<file path="src/rtl/alu_pkg.sv">
// Purpose : shared ALU op codes and the multiplier state encoding.
// Latency : n/a (types and constants only).
// Backpressure: n/a.
package alu_pkg;

  // Multiplier sequencer states (2-bit encoding).
  typedef enum logic [1:0] {
    IDLE = 2'd0,
    RUN  = 2'd1,
    DONE = 2'd2
  } mul_state_t;

  // ALU op codes shared by the cpu, divider and multiplier.
  localparam logic [3:0] ALU_OP_ADD = 4'd0;
  localparam logic [3:0] ALU_OP_SUB = 4'd1;

endpackage

</file>
<file path="src/rtl/alu_shared_multiplier_if.sv">
// Purpose : start/done execution-unit handshake plus the shared ALU operand/sum path.
// Latency : n/a (wires only).
// Backpressure: none; the requester must not rely on start being seen unless busy is low.
// Signals : start/op_a/op_b (request), alu_req/a_out/b_out/alu_result (shared ALU),
//           busy/done/result (status and product).
interface alu_shared_multiplier_if #(
  parameter int WIDTH = 16
);
  logic             start;
  logic [WIDTH-1:0] op_a;
  logic [WIDTH-1:0] op_b;
  logic [WIDTH-1:0] alu_result;
  logic             alu_req;
  logic [WIDTH-1:0] a_out;
  logic [WIDTH-1:0] b_out;
  logic             busy;
  logic             done;
  logic [WIDTH-1:0] result;

  // CPU side: issues the request and returns the ALU sum.
  modport master (
    output start, op_a, op_b, alu_result,
    input  alu_req, a_out, b_out, busy, done, result
  );

  // Multiplier side.
  modport slave (
    input  start, op_a, op_b, alu_result,
    output alu_req, a_out, b_out, busy, done, result
  );
endinterface

</file>
<file path="src/rtl/alu_shared_multiplier.sv">
// Purpose : 16-iteration shift-add unsigned multiplier borrowing the CPU's ALU adder.
// Latency : start edge N -> done in the cycle after edge N+WIDTH (MUL_EARLY_EXIT_EN
//           shortens this to msb-index(op_b)+1 RUN cycles, 0 when op_b is 0).
// Backpressure: none; start is honoured only in IDLE and ignored while busy.
// Ports   : clk, rst_n (async active-low); mul (slave modport): start/op_a/op_b in,
//           alu_req/a_out/b_out out to the ALU mux, alu_result in, busy/done/result out.
// Config  : `define MUL_EARLY_EXIT_EN to finish as soon as the remaining multiplier is 0.
module alu_shared_multiplier
  import alu_pkg::*;
#(
  parameter int WIDTH = 16,
  parameter int CNT_W = $clog2(WIDTH) + 1
) (
  input  logic                   clk,
  input  logic                   rst_n,
  alu_shared_multiplier_if.slave mul
);

  mul_state_t       state;
  logic [WIDTH-1:0] acc;
  logic [WIDTH-1:0] mcand;
  logic [WIDTH-1:0] mplier;
  logic [CNT_W-1:0] count;
  logic [WIDTH-1:0] result_q;

  logic [WIDTH-1:0] acc_next;
  logic [WIDTH-1:0] mplier_next;
  logic             last_iter;

  // The ALU computes acc + mcand; keep it only when the current multiplier bit is set.
  always_comb begin
    acc_next    = mplier[0] ? mul.alu_result : acc;
    mplier_next = mplier >> 1;
`ifdef MUL_EARLY_EXIT_EN
    // No set bits left means every remaining iteration would add nothing.
    last_iter   = (count == CNT_W'(WIDTH - 1)) || (mplier_next == '0);
`else
    last_iter   = (count == CNT_W'(WIDTH - 1));
`endif
  end

  always_ff @(posedge clk or negedge rst_n) begin
    if (!rst_n) begin
      state    <= IDLE;
      acc      <= '0;
      mcand    <= '0;
      mplier   <= '0;
      count    <= '0;
      result_q <= '0;
    end else begin
      case (state)
        IDLE: begin
          if (mul.start) begin
            acc    <= '0;
            mcand  <= mul.op_a;
            mplier <= mul.op_b;
            count  <= '0;
`ifdef MUL_EARLY_EXIT_EN
            if (mul.op_b == '0) begin
              result_q <= '0;
              state    <= DONE;
            end else begin
              state    <= RUN;
            end
`else
            state  <= RUN;
`endif
          end
        end
        RUN: begin
          acc    <= acc_next;
          mcand  <= mcand << 1;
          mplier <= mplier_next;
          count  <= count + CNT_W'(1);
          if (last_iter) begin
            result_q <= acc_next;
            state    <= DONE;
          end
        end
        DONE:    state <= IDLE;
        default: state <= IDLE;
      endcase
    end
  end

  // Operands are forced to zero outside RUN so the CPU mux sees a quiet bus.
  always_comb begin
    mul.alu_req = (state == RUN);
    mul.a_out   = (state == RUN) ? acc   : '0;
    mul.b_out   = (state == RUN) ? mcand : '0;
    mul.busy    = (state == RUN) || (state == DONE);
    mul.done    = (state == DONE);
    mul.result  = result_q;
  end

endmodule

</file>
<file path="src/flat_wrapper.sv">
// flat-port wrapper written by rule: the top's interface ports become plain ports
module alu_shared_multiplier_flat import alu_pkg::*;
#(
  parameter int WIDTH = 16,
  parameter int CNT_W = $clog2(WIDTH) + 1
)
  (clk, rst_n, mul_start, mul_op_a, mul_op_b, mul_alu_result, mul_alu_req, mul_a_out, mul_b_out, mul_busy, mul_done, mul_result);
  alu_shared_multiplier_if #(.WIDTH(WIDTH)) mul_i ();
  input  logic clk;
  input  logic rst_n;
  input wire logic [$bits(mul_i.start)-1:0] mul_start;
  input wire logic [$bits(mul_i.op_a)-1:0] mul_op_a;
  input wire logic [$bits(mul_i.op_b)-1:0] mul_op_b;
  input wire logic [$bits(mul_i.alu_result)-1:0] mul_alu_result;
  output wire logic [$bits(mul_i.alu_req)-1:0] mul_alu_req;
  output wire logic [$bits(mul_i.a_out)-1:0] mul_a_out;
  output wire logic [$bits(mul_i.b_out)-1:0] mul_b_out;
  output wire logic [$bits(mul_i.busy)-1:0] mul_busy;
  output wire logic [$bits(mul_i.done)-1:0] mul_done;
  output wire logic [$bits(mul_i.result)-1:0] mul_result;
  assign mul_i.start = mul_start;
  assign mul_i.op_a = mul_op_a;
  assign mul_i.op_b = mul_op_b;
  assign mul_i.alu_result = mul_alu_result;
  assign mul_alu_req = mul_i.alu_req;
  assign mul_a_out = mul_i.a_out;
  assign mul_b_out = mul_i.b_out;
  assign mul_busy = mul_i.busy;
  assign mul_done = mul_i.done;
  assign mul_result = mul_i.result;
  alu_shared_multiplier #(.WIDTH(WIDTH), .CNT_W(CNT_W)) u_core (.clk(clk), .rst_n(rst_n), .mul(mul_i));
endmodule
</file>
<file path="config.mk">
export PLATFORM = sky130hd
export DESIGN_NAME = alu_shared_multiplier_flat
export DESIGN_NICKNAME = d
export VERILOG_FILES = /design/src/rtl/alu_pkg.sv /design/src/rtl/alu_shared_multiplier_if.sv /design/src/rtl/alu_shared_multiplier.sv /design/src/flat_wrapper.sv
export SDC_FILE = /design/constraint.sdc
export NUM_CORES = 1
export LEC_CHECK = 0
export BUFFER_PORTS_ARGS = -buffer_cell sky130_fd_sc_hd__buf_2
export CORE_UTILIZATION = 57
export DETAILED_ROUTE_END_ITERATION = 6
export PLACE_DENSITY_LB_ADDON = 0.12
export SYNTH_ARGS = -nofsm -noshare
export SYNTH_HDL_FRONTEND = slang
export SYNTH_SLANG_ARGS = --single-unit
</file>
<file path="constraint.sdc">
create_clock -name clk -period 3.3 [get_ports clk]
set_input_delay 0.66 -clock clk [delete_from_list [all_inputs] [get_ports clk]]
set_output_delay 0.66 -clock clk [all_outputs]
set_load 0.005 [all_outputs]
</file>
==> results of run 1 <==
## routing by layer
layer	vias to the layer above	share of wire
li1	1496	-
met1	1505	0.47
met2	90	0.46
met3	10	0.056
met4	2	0.011
met5	-	0.0012
## logic make-up after synthesis
logic type	count (synthesis)	share of synthesized area
AND/OR/NAND/NOR	130	0.1958
flip-flops	71	0.4778
adder cells (fa/ha/maj)	5	0.01682
multiplexers	17	0.04912
buffers and inverters	41	0.05922
AO/OA/AOI/OAI	104	0.2012
## state kept, by name, summed over array words and instances, names as in the netlist
| name | count |
|---|---|
| u_core.state | 2 |
| u_core.count | 5 |
| u_core.mul.result | 16 |
| u_core.mplier | 16 |
| u_core.mcand | 16 |
| u_core.acc | 16 |
## power by group through the flow
stage	registers, mW	clock network, mW	logic, mW
final	1.49	0.677	1.68
after global routing	1.53	0.727	1.89
after CTS	1.48	0.688	1.69
after detailed placement	1.50	0	1.69
after global placement	1.48	0	1.64
after floorplan	1.42	0	1.30
## area by class of cell
class | count | area, um^2 | area share
repair buffers | 112 | 588.1 | 0.1337
flip-flops and latches | 71 | 1777 | 0.4040
clock buffers | 10 | 127.6 | 0.02902
clock inverters | 6 | 61.31 | 0.01394
inverters | 5 | 18.77 | 0.004267
well taps | 77 | 96.34 | 0.02191
multi-input cells | 256 | 1729 | 0.3932
## metrics by stage
step / cell area (um^2) / hold slack, ns / total power, mW / util
after floorplan: 3719 / 0.3644 / 2.722 / -
after global placement: 4209 / 0.4693 / 3.118 / 0.6667
after detailed placement: 4209 / 0.4745 / 3.182 / 0.6667
after CTS: 4398 / 0.4417 / 3.863 / 0.6966
after global routing: 4398 / 0.4822 / 4.143 / 0.6966
final: 4398 / 0.4227 / 3.845 / 0.6966
## how the worst max path moves through the flow
stage,startpoint,endpoint,slack (ns),cells after the start
floorplan,u_core.state[1]$_DFFE_PN0P_,mul_a_out[10],1.23,6
global placement,u_core.state[1]$_DFFE_PN0P_,u_core.mplier[10]$_DFFE_PN0P_,1.06,4
detailed placement,u_core.state[1]$_DFFE_PN0P_,u_core.mcand[5]$_DFFE_PN0P_,0.99,4
CTS,u_core.state[1]$_DFFE_PN0P_,mul_a_out[2],0.72,5
global route,u_core.state[1]$_DFFE_PN0P_,mul_a_out[3],0.59,5
finish,u_core.state[1]$_DFFE_PN0P_,mul_a_out[2],0.74,5
## critical path: cells and delay by family, from the launching register on
kind	cells	cell delay, ns
simple gates	1	0.16
flops	1	0.40
fa+ha+maj	1	0.48
buf+inv	3	0.52
## layout by cell type, fill, tap and decap left out, types with 2 or more instances in the layout
master / instances
inv_1: 5
buf_4: 11
ha_2: 2
clkbuf_8: 9
and2_1: 34
nand3_1: 32
mux2i_1: 16
buf_2: 101
dfrtp_1: 71
nand2b_1: 32
a21oi_1: 50
a22o_1: 18
clkinv_2: 3
and3_1: 4
ha_1: 3
o21ai_0: 5
nor2_1: 18
nand2_1: 6
a221o_1: 30
==> results.py, run 1 <==
metrics = {
    "floorplanning": {
        "core_area_um2": 6314,
        "pin_count": 102,
        "placementRows": 29,
        "die_area_um2": 6851,
        "die_w_um": 82.77,
        "initial_core_util": 0.5890,
        "fp.dieH_um": 82.77,
    },
    "synthesis": {
        "ys_types": 23,
        "synth_top_area_share": 0.4778,
        "synth_seq_area_share": 0.4778,
        "synth_nets": 424,
        "syn_area_per_cell_um2": 10.10,
        "yosysMostFrequentCell": "dfrtp_1",
        "netlist_instances": 368,
        "yosysTopAreaCell": "dfrtp_1",
        "synth_warnings": 0,
        "synthesis.area_um2": 3719,
        "synth-main-ff-cell": "dfrtp_1",
        "ys_seq_elements": 71,
        "ys_top_cells_by_area": "dfrtp_1, a221o_1, a21oi_1, and2_1, nand2b_1",
        "synthTopCellsByCount": "dfrtp_1, a21oi_1, and2_1, nand2b_1, nand3_1",
        "synth_edf_count": 0,
        "async_flop_share": 1.000,
    },
    "pwr": {
        "p_seq_frac": 0.387,
        "power_leakage_nw": 2.067,
        "p_sw_frac": 0.3821,
        "power_frac_clock": 0.176,
        "switchingPower_mw": 1.469,
        "p_comb_frac": 0.437,
        "cellPowerDensity_nw_per_um2": 874.2,
        "p_int_mw": 2.376,
        "vdd_drop_max_mv": 0.4550,
    },
    "clocking": {
        "cts_buffers": 9,
        "h-tree-depth": 3,
        "post_cts_buffers": 0,
        "root_buffer": "clkbuf_8",
        "cts_hold_repair.buffers": 0,
        "clock_sinks": 71,
        "post_cts_resized": 0,
        "clk_latency_ns": 0.34,
        "cts_tree": "done",
        "clockBufferDepth": 2,
        "clk_pin_slew_worst_paths_ns": 0.08,
    },
    "route": {
        "firstDrtPassIters": 4,
        "wl_um": 8570,
        "vias": 3103,
        "vias_per_cell": 5.778,
        "wire_per_inst_um": 15.96,
        "drc": 0,
        "drtIter0Drc": 199,
        "ant_nets": 0,
    },
    "critical_path": {
        "end_kind": "primary output",
        "cpMaxStageDelayCell": "ha_2",
        "reg2reg_from": "u_core.state[1]$_DFFE_PN0P_",
        "path_cells": "inv_1 > ha_2 > buf_4 > and2_1 > buf_2",
        "reg2reg_to": "u_core.mplier[3]$_DFFE_PN0P_",
        "crit_fanout": 27,
        "worstPathRequired_ns": 2.64,
        "reg2reg_depth": 4,
        "r2r_slack_ns": 0.98,
        "cp-start-kind": "flop",
        "cp.arrival_ns": 1.90,
        "crit_type": "reg2out",
        "cpPeakStageDelay_ns": 0.48,
    },
    "global_route": {
        "grt_max_degree": 42,
        "grtUsageMet3": 0.06557,
        "grt.total_usage": 0.2541,
        "grt-busiest-layer": "met2",
        "grt_pass1_wl_um": 12850,
        "use_met2": 0.3869,
        "grt_remaining_overflow": 0,
        "antenna_found_initial": 1,
        "grt_pass1_vias": 2693,
        "met1_usage": 0.3534,
    },
    "cells_and_area": {
        "n_antenna_cell": 0,
        "nNetsFinal": 511,
        "final_cells": 537,
        "layout-drive-gt1-share": 0.2891,
        "area.growth.synth_to_final_pct": 18.27,
        "n_fill_cell": 479,
    },
    "run_status": {
        "run_status": "finished, final reports clean",
    },
    "run": {
        "maxCapViolCount": 0,
    },
    "place": {
        "port_buffers": 101,
        "gp_congestion": 0.7518,
        "dp_hpwl_um": 5759,
        "pre_cts_ws_ns": 0.9883,
        "dpl.cell_count": 521,
    },
    "sta": {
        "fin_crit_ns": 2.559,
        "setup_tns_ns": 0,
        "finalHoldViolations": 0,
        "fin_skew_ns": 0.01037,
        "max-slew-margin-rel": 0.2419,
        "tightest_slew_ns": 1.137,
        "worst_slack_ns": 0.7408,
        "max_freq_ghz": 0.3907,
        "rsz0062_at_grt": "no",
        "final_max_slew_viol_count": 0,
        "finalCritPeriodShare": 0.7755,
        "timing.final.setup_violations": 0,
    },
    "worst_hold_path": {
        "hold_class": "in2async",
    },
}
No activity file was read; power rests on OpenSTA's default activity.
==> run 2, diff against run 1 <==
Settings changed: CORE_UTILIZATION 57 to 53.
Clock period 3.3 ns to 2.63 ns, I/O delays scaled along.
==> run 2 against run 1 <==
  * First-iteration DRC count down 26%
  * Combinational power up 26%
  * Sequential power up 25%
  * Clock power up 57%
  * Clock skew up 0.0014 ns
  * Count of clock-buffer cells in the layout down 1
  * Final area up 1.9%
  * Critical path depth unchanged
  * Non-clock buffer count down 1
  * Critical endpoint is now mul_b_out[12]
  * Highest routed layer is now met4
==> results.py, run 2 (synthesized netlist as in run 1, its figures left out) <==
metrics = {
    "cells_and_area": {
        "final_common_cell": "buf_2",
        "fin_util": 0.6599,
        "final_design_area_no_fill_um2": 4483,
        "layout-drive-gt1-share": 0.2898,
        "nNetsFinal": 510,
        "n_antenna_cell": 0,
        "mostFrequentLayoutCells": "buf_2, dfrtp_1, a21oi_1",
        "area.growth.synth_to_final_pct": 20.56,
        "final_cells": 555,
    },
    "clocking": {
        "clockBufferDepth": 2,
        "post_cts_buffers": 0,
        "clock_sinks": 71,
        "clk_latency_ns": 0.34,
        "cts_buffers": 9,
        "cts_tree": "done",
        "h-tree-depth": 3,
        "post_cts_resized": 0,
        "root_buffer": "clkbuf_8",
        "clk_pin_slew_worst_paths_ns": 0.08,
        "cts_hold_repair.buffers": 0,
    },
    "sta": {
        "finalHoldViolations": 0,
        "final_max_slew_viol_count": 0,
        "finalCritPeriodShare": 0.8945,
        "rsz0062_at_grt": "no",
        "max-slew-margin-rel": 0.2834,
        "fin_skew_ns": 0.01175,
        "timing.final.setup_violations": 0,
        "fin_crit_ns": 2.352,
        "max_freq_ghz": 0.4251,
        "timing.hold.ws_ns": 0.1738,
        "worst_slack_ns": 0.2775,
        "tightest_slew_ns": 1.075,
        "setup_tns_ns": 0,
    },
    "critical_path": {
        "reg2reg_from": "u_core.count[0]$_DFFE_PN0P_",
        "cp-start-kind": "flop",
        "crit_fanout": 58,
        "cpMaxStageDelayCell": "buf_4",
        "reg2reg_depth": 6,
        "worstPathRequired_ns": 2.10,
        "r2r_slack_ns": 0.51,
        "cp.arrival_ns": 1.83,
        "cpPeakStageDelay_ns": 0.45,
        "path_cells": "inv_1 > ha_2 > buf_4 > and2_1 > buf_2",
        "reg2reg_to": "u_core.mul.result[1]$_DFFE_PN0P_",
        "crit_type": "reg2out",
        "end_kind": "primary output",
    },
    "global_route": {
        "grt_pass1_wl_um": 13760,
        "grt.total_usage": 0.2385,
        "antenna_found_initial": 0,
        "grt_pass1_vias": 2860,
        "grt_max_degree": 59,
        "grt_remaining_overflow": 0,
    },
    "pwr": {
        "cellPowerDensity_nw_per_um2": 1121,
        "power_leakage_nw": 2.094,
        "finalPower_mw": 5.026,
        "vdd_drop_max_mv": 0.6817,
    },
    "route": {
        "ant_nets": 0,
        "wire_per_inst_um": 15.02,
        "vias_per_cell": 5.519,
        "drtIter0Drc": 148,
        "firstDrtPassIters": 4,
        "drc": 0,
        "vias": 3063,
        "wl_um": 8334,
    },
    "floorplanning": {
        "initial_core_util": 0.5473,
        "pin_count": 102,
        "fp.dieH_um": 85.76,
        "core_area_um2": 6794,
        "die_w_um": 85.76,
        "die_area_um2": 7355,
        "placementRows": 30,
    },
    "run": {
        "maxCapViolCount": 0,
    },
    "place": {
        "gp_congestion": 0.7623,
        "placed_cell_area_um2": 4238,
        "pre_cts_ws_ns": 0.5356,
        "dp_hpwl_um": 5427,
        "dpl.cell_count": 539,
        "port_buffers": 101,
    },
    "run_status": {
        "run_status": "finished, final reports clean",
    },
    "worst_hold_path": {
        "hold_class": "in2async",
    },
}
run 2: metal layers:
metal,vias to the layer above,global-route usage,wire [um]
li1,1489,-,-
met1,1478,0.3542,4080
met2,92,0.3549,3833
met3,4,0.04042,371
met4,0,0.08182,48
met5,-,0,0
run 2: worst max path at each step:
stage / start / to / slack [ns] / cells after the start
2_1_floorplan: u_core.state[1]$_DFFE_PN0P_ / mul_a_out[10] / 0.70 / 6
3_5_place_dp: u_core.count[0]$_DFFE_PN0P_ / u_core.mul.result[1]$_DFFE_PN0P_ / 0.54 / 6
4_1_cts: u_core.state[1]$_DFFE_PN0P_ / mul_b_out[12] / 0.24 / 5
3_3_place_gp: mul_start / u_core.acc[9]$_DFFE_PN0P_ / 0.65 / 4
5_1_grt: u_core.state[1]$_DFFE_PN0P_ / mul_b_out[9] / 0.13 / 5
6_report: u_core.state[1]$_DFFE_PN0P_ / mul_b_out[12] / 0.28 / 5
run 2: critical path: cells and delay by family, from the launching register on:
kind	cells	cell delay, ns
buffers and inverters	3	0.66
adder cells (fa/ha/maj)	1	0.20
AND/OR/NAND/NOR	1	0.21
flip-flops	1	0.41
run 2: area by class of cell:
cell class,count,area (um^2)
fillers,557,2311
flip-flops and latches,71,1777
multi-input cells,256,1729
repair buffers,111,593.1
clock buffers,9,123.9
clock inverters,7,121.4
well taps,96,120.1
inverters,5,18.77
run 2: where the power goes:
group | internal (mW) | switching (mW) | total, mW
registers | 1.52 | 0.338 | 1.86
logic | 1.03 | 1.08 | 2.11
clock network | 0.633 | 0.426 | 1.06
total | 3.18 | 1.84 | 5.03
==> run 3, diff against run 2 <==
Settings changed: CORE_UTILIZATION 53 to 57.
Clock period 2.63 ns to 2.95 ns, I/O delays scaled along.
==> run 3 against run 2 <==
  * First-iteration DRC count rose by 22%
  * Flip-flop and latch count did not move
  * Largest power group unchanged
  * Clock skew fell by 0.0011 ns
  * Power fell by 14%
==> results.py, run 3 (synthesized netlist as in run 1, its figures left out) <==
metrics = {
    "cells_and_area": {
        "final_cells": 536,
        "nNetsFinal": 510,
        "final_design_area_no_fill_um2": 4407,
        "area.growth.synth_to_final_pct": 18.51,
        "final_common_cell": "buf_2",
        "layout-drive-gt1-share": 0.2898,
        "mostFrequentLayoutCells": "buf_2, dfrtp_1, a21oi_1",
        "fin_util": 0.6980,
        "n_antenna_cell": 0,
    },
    "critical_path": {
        "worstPathRequired_ns": 2.36,
        "end_kind": "primary output",
        "crit_type": "reg2out",
        "cp.arrival_ns": 2.01,
        "cp-start-kind": "flop",
        "crit_fanout": 48,
    },
    "sta": {
        "final_max_slew_viol_count": 0,
        "finalHoldViolations": 0,
        "finalCritPeriodShare": 0.8798,
        "tightest_slew_ns": 1.173,
        "rsz0062_at_grt": "no",
        "max_freq_ghz": 0.3853,
        "setup_tns_ns": 0,
        "worst_slack_ns": 0.3545,
        "timing.final.setup_violations": 0,
        "fin_crit_ns": 2.595,
        "fin_skew_ns": 0.01063,
        "max-slew-margin-rel": 0.2178,
    },
    "clocking": {
        "post_cts_buffers": 0,
        "cts_buffers": 9,
        "cts_tree": "done",
        "cts_hold_repair.buffers": 0,
        "h-tree-depth": 3,
        "clockBufferDepth": 2,
        "clock_sinks": 71,
        "clk_latency_ns": 0.34,
        "root_buffer": "clkbuf_8",
        "post_cts_resized": 0,
        "clk_pin_slew_worst_paths_ns": 0.08,
    },
    "floorplanning": {
        "fp.dieH_um": 82.77,
        "placementRows": 29,
        "die_w_um": 82.77,
        "core_area_um2": 6314,
        "initial_core_util": 0.5890,
        "pin_count": 102,
        "die_area_um2": 6851,
    },
    "global_route": {
        "grt.total_usage": 0.2547,
        "grt_pass1_vias": 2749,
        "grt_max_degree": 49,
        "grt_remaining_overflow": 0,
        "grt_pass1_wl_um": 13080,
        "antenna_found_initial": 0,
    },
    "route": {
        "dr_wl_met2_um": 3900,
        "wire_per_inst_um": 15.64,
        "wl_um": 8382,
        "vias": 3142,
        "ant_nets": 0,
        "drtIter0Drc": 180,
        "vias_per_cell": 5.862,
        "wl_met1_um": 3877,
        "met3WireLength_um": 489,
        "firstDrtPassIters": 5,
        "drc": 0,
        "dr.max_layer_used": "met4",
    },
    "pwr": {
        "power_leakage_nw": 2.066,
        "vdd_drop_max_mv": 0.6037,
        "cellPowerDensity_nw_per_um2": 982.0,
    },
    "place": {
        "port_buffers": 101,
        "pre_cts_ws_ns": 0.5817,
        "placed_cell_area_um2": 4202,
        "gp_congestion": 0.7813,
        "dpl.cell_count": 520,
        "dp_hpwl_um": 5600,
    },
    "run_status": {
        "run_status": "finished, final reports clean",
    },
    "run": {
        "maxCapViolCount": 0,
    },
    "worst_hold_path": {
        "hold_class": "in2async",
    },
}
==> run 3: changes by cell type in the layout (fill, tap and decap cells not counted) <==
cell / delta
clkinv_2: -1
clkinvlp_4: +1
inv_6: +2
buf_12: -1
buf_4: +1
bufinv_16: -2
==> run 3: worst paths after layout <==
check,start,to,slack (ns),cells past startpoint
max,u_core.state[1]$_DFFE_PN0P_,mul_a_out[2],0.35,5
min,rst_n,u_core.mcand[9]$_DFFE_PN0P_,0.25,1
max reg2reg,u_core.state[0]$_DFFE_PN0P_,u_core.mplier[3]$_DFFE_PN0P_,0.57,5
min reg2reg,u_core.count[4]$_DFFE_PN0P_,u_core.count[4]$_DFFE_PN0P_,0.50,2
max in group asynchronous,rst_n,u_core.mul.result[12]$_DFFE_PN0P_,1.96,2
min in group clk,mul_alu_result[5],u_core.acc[5]$_DFFE_PN0P_,0.49,2
==> run 3: metrics by stage <==
stage / power (mW) / hold slack, ns
6_report: 4.327 / 0.2485
5_1_grt: 4.662 / 0.2919
4_1_cts: 4.340 / 0.2641
3_5_place_dp: 3.549 / 0.4851
3_3_place_gp: 3.473 / 0.4694
2_1_floorplan: 3.045 / 0.2944
==> run 3: layer usage <==
layer,vias up,GRT usage
li1,1499,-
met1,1523,0.3609
met2,111,0.3902
met3,9,0.04918
met4,0,0.08966
met5,-,0
==> run 3: layout make-up <==
class	count	area [um^2]
fill	491	1907
sequential	71	1777
multi-input combinational	256	1729
timing repair buffer	111	580.6
clock buffer	9	123.9
tap	77	96.34
clock inverter	7	81.33
inverter	5	18.77
==> run 3: power by group <==
part | total, mW | leakage [nW] | internal, mW | switching (mW)
logic | 1.87 | 1.11 | 0.910 | 0.959
registers | 1.67 | 0.861 | 1.35 | 0.315
clock network | 0.792 | 0.100 | 0.401 | 0.391
==> run 3: critical path: stages (launching register included) <==
cell and delay [ns]:
dfrtp_1 0.40, inv_1 0.09, ha_2 0.39, buf_4 0.45
and2_1 0.20, buf_2 0.11
